File: config.mk
export PLATFORM = sky130hd
export DESIGN_NAME = ex_stage
export DESIGN_NICKNAME = d
export VERILOG_FILES = /design/src/rtl/ex_stage.sv
export SDC_FILE = /design/constraint.sdc
export NUM_CORES = 1
export LEC_CHECK = 0
export ABC_AREA = 1
export BUFFER_PORTS_ARGS = -buffer_cell sky130_fd_sc_hd__clkbuf_2
export CORE_UTILIZATION = 42
export DETAILED_ROUTE_END_ITERATION = 8
export GPL_TIMING_DRIVEN = 0
export HOLD_SLACK_MARGIN = 0.05
export SLEW_MARGIN = 20
export SYNTH_ARGS = -nofsm -noshare
export SYNTH_HDL_FRONTEND = slang
export SYNTH_SLANG_ARGS = --single-unit
File: constraint.sdc
create_clock -name clk -period 13.5 [get_ports clk]
set_input_delay 2.7 -clock clk [delete_from_list [all_inputs] [get_ports clk]]
set_output_delay 2.7 -clock clk [all_outputs]
set_load 0.03 [all_outputs]
File: src/rtl/ex_stage.sv
// Execute stage of the five-stage MIPS pipeline: operand forwarding, ALU and the
// EX/MEM pipeline register, plus a saturating counter of illegal ALU control codes.
module ex_stage #(
    parameter int DATA_W = 32,
    parameter int CNT_W  = 8
) (
    input  logic              clk,
    input  logic              rst_n,
    input  logic              ex_valid,
    input  logic [3:0]        alu_ctrl,
    input  logic [DATA_W-1:0] rs_data,
    input  logic [DATA_W-1:0] rt_data,
    input  logic [DATA_W-1:0] imm,
    input  logic              alu_src,
    input  logic [4:0]        rd_addr,
    input  logic              reg_write,
    input  logic              mem_read,
    input  logic              mem_write,
    input  logic [1:0]        fwd_a,
    input  logic [1:0]        fwd_b,
    input  logic [DATA_W-1:0] wb_data,
    input  logic              stall,
    input  logic              flush,
    output logic              mem_valid,
    output logic [DATA_W-1:0] mem_alu_result,
    output logic [DATA_W-1:0] mem_store_data,
    output logic [4:0]        mem_rd_addr,
    output logic              mem_reg_write,
    output logic              mem_mem_read,
    output logic              mem_mem_write,
    output logic              mem_zero,
    output logic              mem_overflow,
    output logic [CNT_W-1:0]  alu_err_cnt
);
    localparam logic [3:0] ALU_AND = 4'b0000;
    localparam logic [3:0] ALU_OR  = 4'b0001;
    localparam logic [3:0] ALU_ADD = 4'b0010;
    localparam logic [3:0] ALU_SUB = 4'b0110;
    localparam logic [3:0] ALU_SLT = 4'b0111;

    logic              valid_q, valid_d;
    logic [DATA_W-1:0] alu_result_q, alu_result_d;
    logic [DATA_W-1:0] store_data_q, store_data_d;
    logic [4:0]        rd_addr_q, rd_addr_d;
    logic              reg_write_q, reg_write_d;
    logic              mem_read_q, mem_read_d;
    logic              mem_write_q, mem_write_d;
    logic              zero_q, zero_d;
    logic              overflow_q, overflow_d;
    logic [CNT_W-1:0]  err_cnt_q, err_cnt_d;

    logic [DATA_W-1:0] op_a, fwd_b_val, op_b, sum, diff, alu_res;
    logic              legal, ovf, slt_lt;

    // EX/MEM forwarding taps the registered result, so a stalled slot forwards its held value.
    always_comb begin
        case (fwd_a)
            2'b10:   op_a = alu_result_q;
            2'b01:   op_a = wb_data;
            default: op_a = rs_data;
        endcase
        case (fwd_b)
            2'b10:   fwd_b_val = alu_result_q;
            2'b01:   fwd_b_val = wb_data;
            default: fwd_b_val = rt_data;
        endcase
        op_b   = alu_src ? imm : fwd_b_val;
        sum    = op_a + op_b;
        diff   = op_a - op_b;
        slt_lt = $signed(op_a) < $signed(op_b);
    end

    always_comb begin
        alu_res = '0;
        ovf     = 1'b0;
        legal   = 1'b1;
        case (alu_ctrl)
            ALU_ADD: begin
                alu_res = sum;
                ovf     = (op_a[DATA_W-1] == op_b[DATA_W-1]) && (sum[DATA_W-1] != op_a[DATA_W-1]);
            end
            ALU_SUB: begin
                alu_res = diff;
                ovf     = (op_a[DATA_W-1] != op_b[DATA_W-1]) && (diff[DATA_W-1] != op_a[DATA_W-1]);
            end
            ALU_AND: alu_res = op_a & op_b;
            ALU_OR:  alu_res = op_a | op_b;
            ALU_SLT: alu_res = {{(DATA_W-1){1'b0}}, slt_lt};
            default: legal = 1'b0;
        endcase
    end

    // Priority: flush > stall > bubble (ex_valid=0) > load.
    always_comb begin
        valid_d      = valid_q;
        alu_result_d = alu_result_q;
        store_data_d = store_data_q;
        rd_addr_d    = rd_addr_q;
        reg_write_d  = reg_write_q;
        mem_read_d   = mem_read_q;
        mem_write_d  = mem_write_q;
        zero_d       = zero_q;
        overflow_d   = overflow_q;
        err_cnt_d    = err_cnt_q;
        if (flush || (!stall && !ex_valid)) begin
            valid_d      = 1'b0;
            alu_result_d = '0;
            store_data_d = '0;
            rd_addr_d    = '0;
            reg_write_d  = 1'b0;
            mem_read_d   = 1'b0;
            mem_write_d  = 1'b0;
            zero_d       = 1'b0;
            overflow_d   = 1'b0;
        end else if (!stall) begin
            valid_d      = 1'b1;
            alu_result_d = alu_res;
            store_data_d = fwd_b_val;
            rd_addr_d    = rd_addr;
            reg_write_d  = reg_write & legal;
            mem_read_d   = mem_read & legal;
            mem_write_d  = mem_write & legal;
            zero_d       = (alu_res == '0);
            overflow_d   = ovf;
            if (!legal && (err_cnt_q != {CNT_W{1'b1}}))
                err_cnt_d = err_cnt_q + CNT_W'(1);
        end
    end

    always_ff @(posedge clk) begin
        if (!rst_n) begin
            valid_q      <= 1'b0;
            alu_result_q <= '0;
            store_data_q <= '0;
            rd_addr_q    <= '0;
            reg_write_q  <= 1'b0;
            mem_read_q   <= 1'b0;
            mem_write_q  <= 1'b0;
            zero_q       <= 1'b0;
            overflow_q   <= 1'b0;
            err_cnt_q    <= '0;
        end else begin
            valid_q      <= valid_d;
            alu_result_q <= alu_result_d;
            store_data_q <= store_data_d;
            rd_addr_q    <= rd_addr_d;
            reg_write_q  <= reg_write_d;
            mem_read_q   <= mem_read_d;
            mem_write_q  <= mem_write_d;
            zero_q       <= zero_d;
            overflow_q   <= overflow_d;
            err_cnt_q    <= err_cnt_d;
        end
    end

    assign mem_valid      = valid_q;
    assign mem_alu_result = alu_result_q;
    assign mem_store_data = store_data_q;
    assign mem_rd_addr    = rd_addr_q;
    assign mem_reg_write  = reg_write_q;
    assign mem_mem_read   = mem_read_q;
    assign mem_mem_write  = mem_write_q;
    assign mem_zero       = zero_q;
    assign mem_overflow   = overflow_q;
    assign alu_err_cnt    = err_cnt_q;
endmodule

==> metrics.txt <==
outcome=finished clean; # fillers=2835; Crit path max-delay family=simple AND/OR/NAND/NOR gates; met1 usage in global routing=52.7%; GRT met3 Usage=5.03%; most common cell after layout, fill and taps aside=nand2_1; Sink Count=83; Mapped Area=0.0110 sq mm; num rows=58; initial antenna violation count=1; detailed placement HPWL=44200 microns; skew final=0.00721 ns; arrival time at the worst endpoint=7.96 ns; CP Class=in2reg; Post-layout nets=2520; io pins=233; RSZ-0062 raised after global routing=false; Critical Path Source Type=input pin; H-tree Lvls=3; DR DRC count=0; Core ar.=0.0255 sq mm; Post-synth EDFFs=0; Worst-Skew Late Latency=0.35 ns; Synth Instances=2026; final max-slew violation count=0; PortBufs=230; TritonCTS clock tree=built; wire length of the first global-routing pass=76300 microns; Fmax=130 MHz; Num CTS Buffers=9; Inst Count DP=2586; Area growth, synth to finish=16.7%; Buf/Inv on CP=7; die span in x=164 microns; worst setup margin=5.81 ns; Iter 0 DRT Violations=1661; max_cap viols=0; drt wl/cell=19.9 microns; asr flop ratio synth=0%; synthesis warning total=0; die area=0.0270 sq mm; Synth area leader=nand2_1; top_reg_cell synth=dfxtp_1; drt first pass iters=6; Pleak=0.00709 uW; via count=14300; Via density=5.51; Hold Worst Slack=0.469 ns; root buf cell=clkbuf_16; share of cells above drive strength 1=12.7%; worst vdd ir=70.6 uV; post-synthesis sequential area ratio=15.0%; initial core utilization=43.4%; pwr dens=95.5 mW/mm^2; post-CTS sizing=0; GPL Wtd Cong=1.01; syn nets=2279; hold buffers post-CTS=0; final setup vio count=0; Post-DRT Antenna Nets=0; pre-CTS worst setup slack=5.61 ns; Worst-path clk slew=0.07 ns; crit end category=flip-flop; Die Ht=164 microns; CTS Buffer Depth=2; CP max stage cell=fa_1; share of the synthesized area in the top cell type=19.4%; worst slew pin tran=1.04 ns; type of the tightest min-delay check=reg2reg; fin area=0.0129 sq mm; shortest period the worst path allows=7.69 ns; most frequent cells in the layout=nand2_1 (572), inv_1 (372), clkbuf_2 (231); largest net degree at the start of global routing=16; CP required=13.77 ns; Yosys cell types=36; Synth Register Bits=83; post-synthesis average cell area=5.45 sq um; number of global-route vias before repair=13200; GRT overflow=0; Post-CTS Setup Repair Bufs=0; Most Used Layer, Global Route=met2; max incr delay on CP=0.44 ns; Worst slew margin=29.7%; setup_tns=0 ns; total track usage=38.1%; Hold Fails Final Rpt=0; Period Utilization, post-route=57.0%; Post-Route WL=51700 microns; placed instance area=0.0126 sq mm; Final Non-Filler Cells=2603; dominant cells by area after synthesis=nand2_1 (19%), dfxtp_1 (15%), inv_1 (13%); met2 usage=60.7%; critical path fanouts, max=10
[worst paths after layout]
check	cells after the start	slack, ns	start	to
max	27	5.81	fwd_b[0]	mem_zero
max reg2reg	22	9.13	mem_alu_result[0]	mem_zero
min reg2reg	2	0.47	alu_err_cnt[4]	alu_err_cnt[4]
min	2	0.47	alu_err_cnt[4]	alu_err_cnt[4]
[per-stage QoR]
stage	total power, uW	utilization (%)
floorplan	740	-
global placement	968	49.5
detailed placement	974	49.5
CTS	1210	50.6
global route	1310	50.6
finish	1230	50.6
[cell usage after synthesis (2+ instances only)]
cell      number
clkbuf_1      54
nor3_1        16
a21oi_1      123
nand2_1      572
inv_2          7
nand2_2        2
dfxtp_1       83
buf_2         15
o21ai_0      190
buf_4          8
a21oi_2        2
nor2_2         6
o22ai_1       24
o21bai_1       4
ha_1         101
fa_1           2
nand4_1       19
nand3b_1       9
nor4_1         2
inv_1        372
and3_1         2
buf_1          9
o211ai_1      54
xor2_1         4
a31oi_1        2
a221o_1       14
nor2_1       178
nand3_1      144
[cells by family after synthesis]
kind of cell / after synthesis / share of synthesized area (%)
AO/OA/AOI/OAI: 415 / 21.1
XOR/XNOR: 4 / 0.317
buffers and inverters: 467 / 16.3
AND/OR/NAND/NOR: 954 / 35.4
flip-flops: 83 / 15.0
adder cells (fa/ha/maj): 103 / 11.8
[report_power, final]
group          internal [uW]  total, uW  switching (uW)
clock                    125        238             113
sequential               253        259            5.98
combinational            211        734             523
[cell type report]
| cell class | count | area, sq um | share of cell area [%] |
|---|---|---|---|
| clock inverter | 6 | 48.8 | 0.379 |
| clock buffer | 9 | 225 | 1.75 |
| sequential | 83 | 1660 | 12.9 |
| inverter | 380 | 1430 | 11.1 |
| multi-input combinational | 1476 | 7580 | 58.8 |
| antenna | 2 | 5.00 | 0.0388 |
| tap | 330 | 413 | 3.20 |
| timing repair buffer | 230 | 1150 | 8.93 |
| buffer | 87 | 377 | 2.92 |
[metal layers]
| metal | wire [microns] | part of all wire [%] | up-vias |
|---|---|---|---|
| li1 | - | - | 6934 |
| met1 | 22400 | 43 | 6556 |
| met2 | 22700 | 44 | 740 |
| met3 | 4790 | 9.3 | 100 |
| met4 | 1820 | 3.5 | 0 |
| met5 | 0 | 0 | - |
[flip-flops by register name (all words and copies together) (netlist names)]
signal / count
alu_err_cnt: 8
mem_alu_result: 32
mem_mem_read: 1
mem_mem_write: 1
mem_overflow: 1
mem_rd_addr: 5
mem_reg_write: 1
mem_store_data: 32
mem_valid: 1
mem_zero: 1
[worst reg2reg max path, stage by stage (launching register included)]
cell and delay (ns):
dfxtp_1 0.34, inv_1 0.07, o211ai_1 0.21, o21ai_0 0.23, o21ai_0 0.42, ha_1 0.40, inv_1 0.11, fa_1 0.44
inv_1 0.16, nand3_1 0.11, nand2_1 0.19, nand2_1 0.08, nand2_1 0.18, a21oi_1 0.08, o21ai_0 0.09, nand2_1 0.07
nor2_1 0.28, nand3_1 0.13, nor2_1 0.18, nand3_1 0.14, nor2_1 0.13, nand3_1 0.13, a21oi_1 0.14
(Power assumes the default switching activity.)
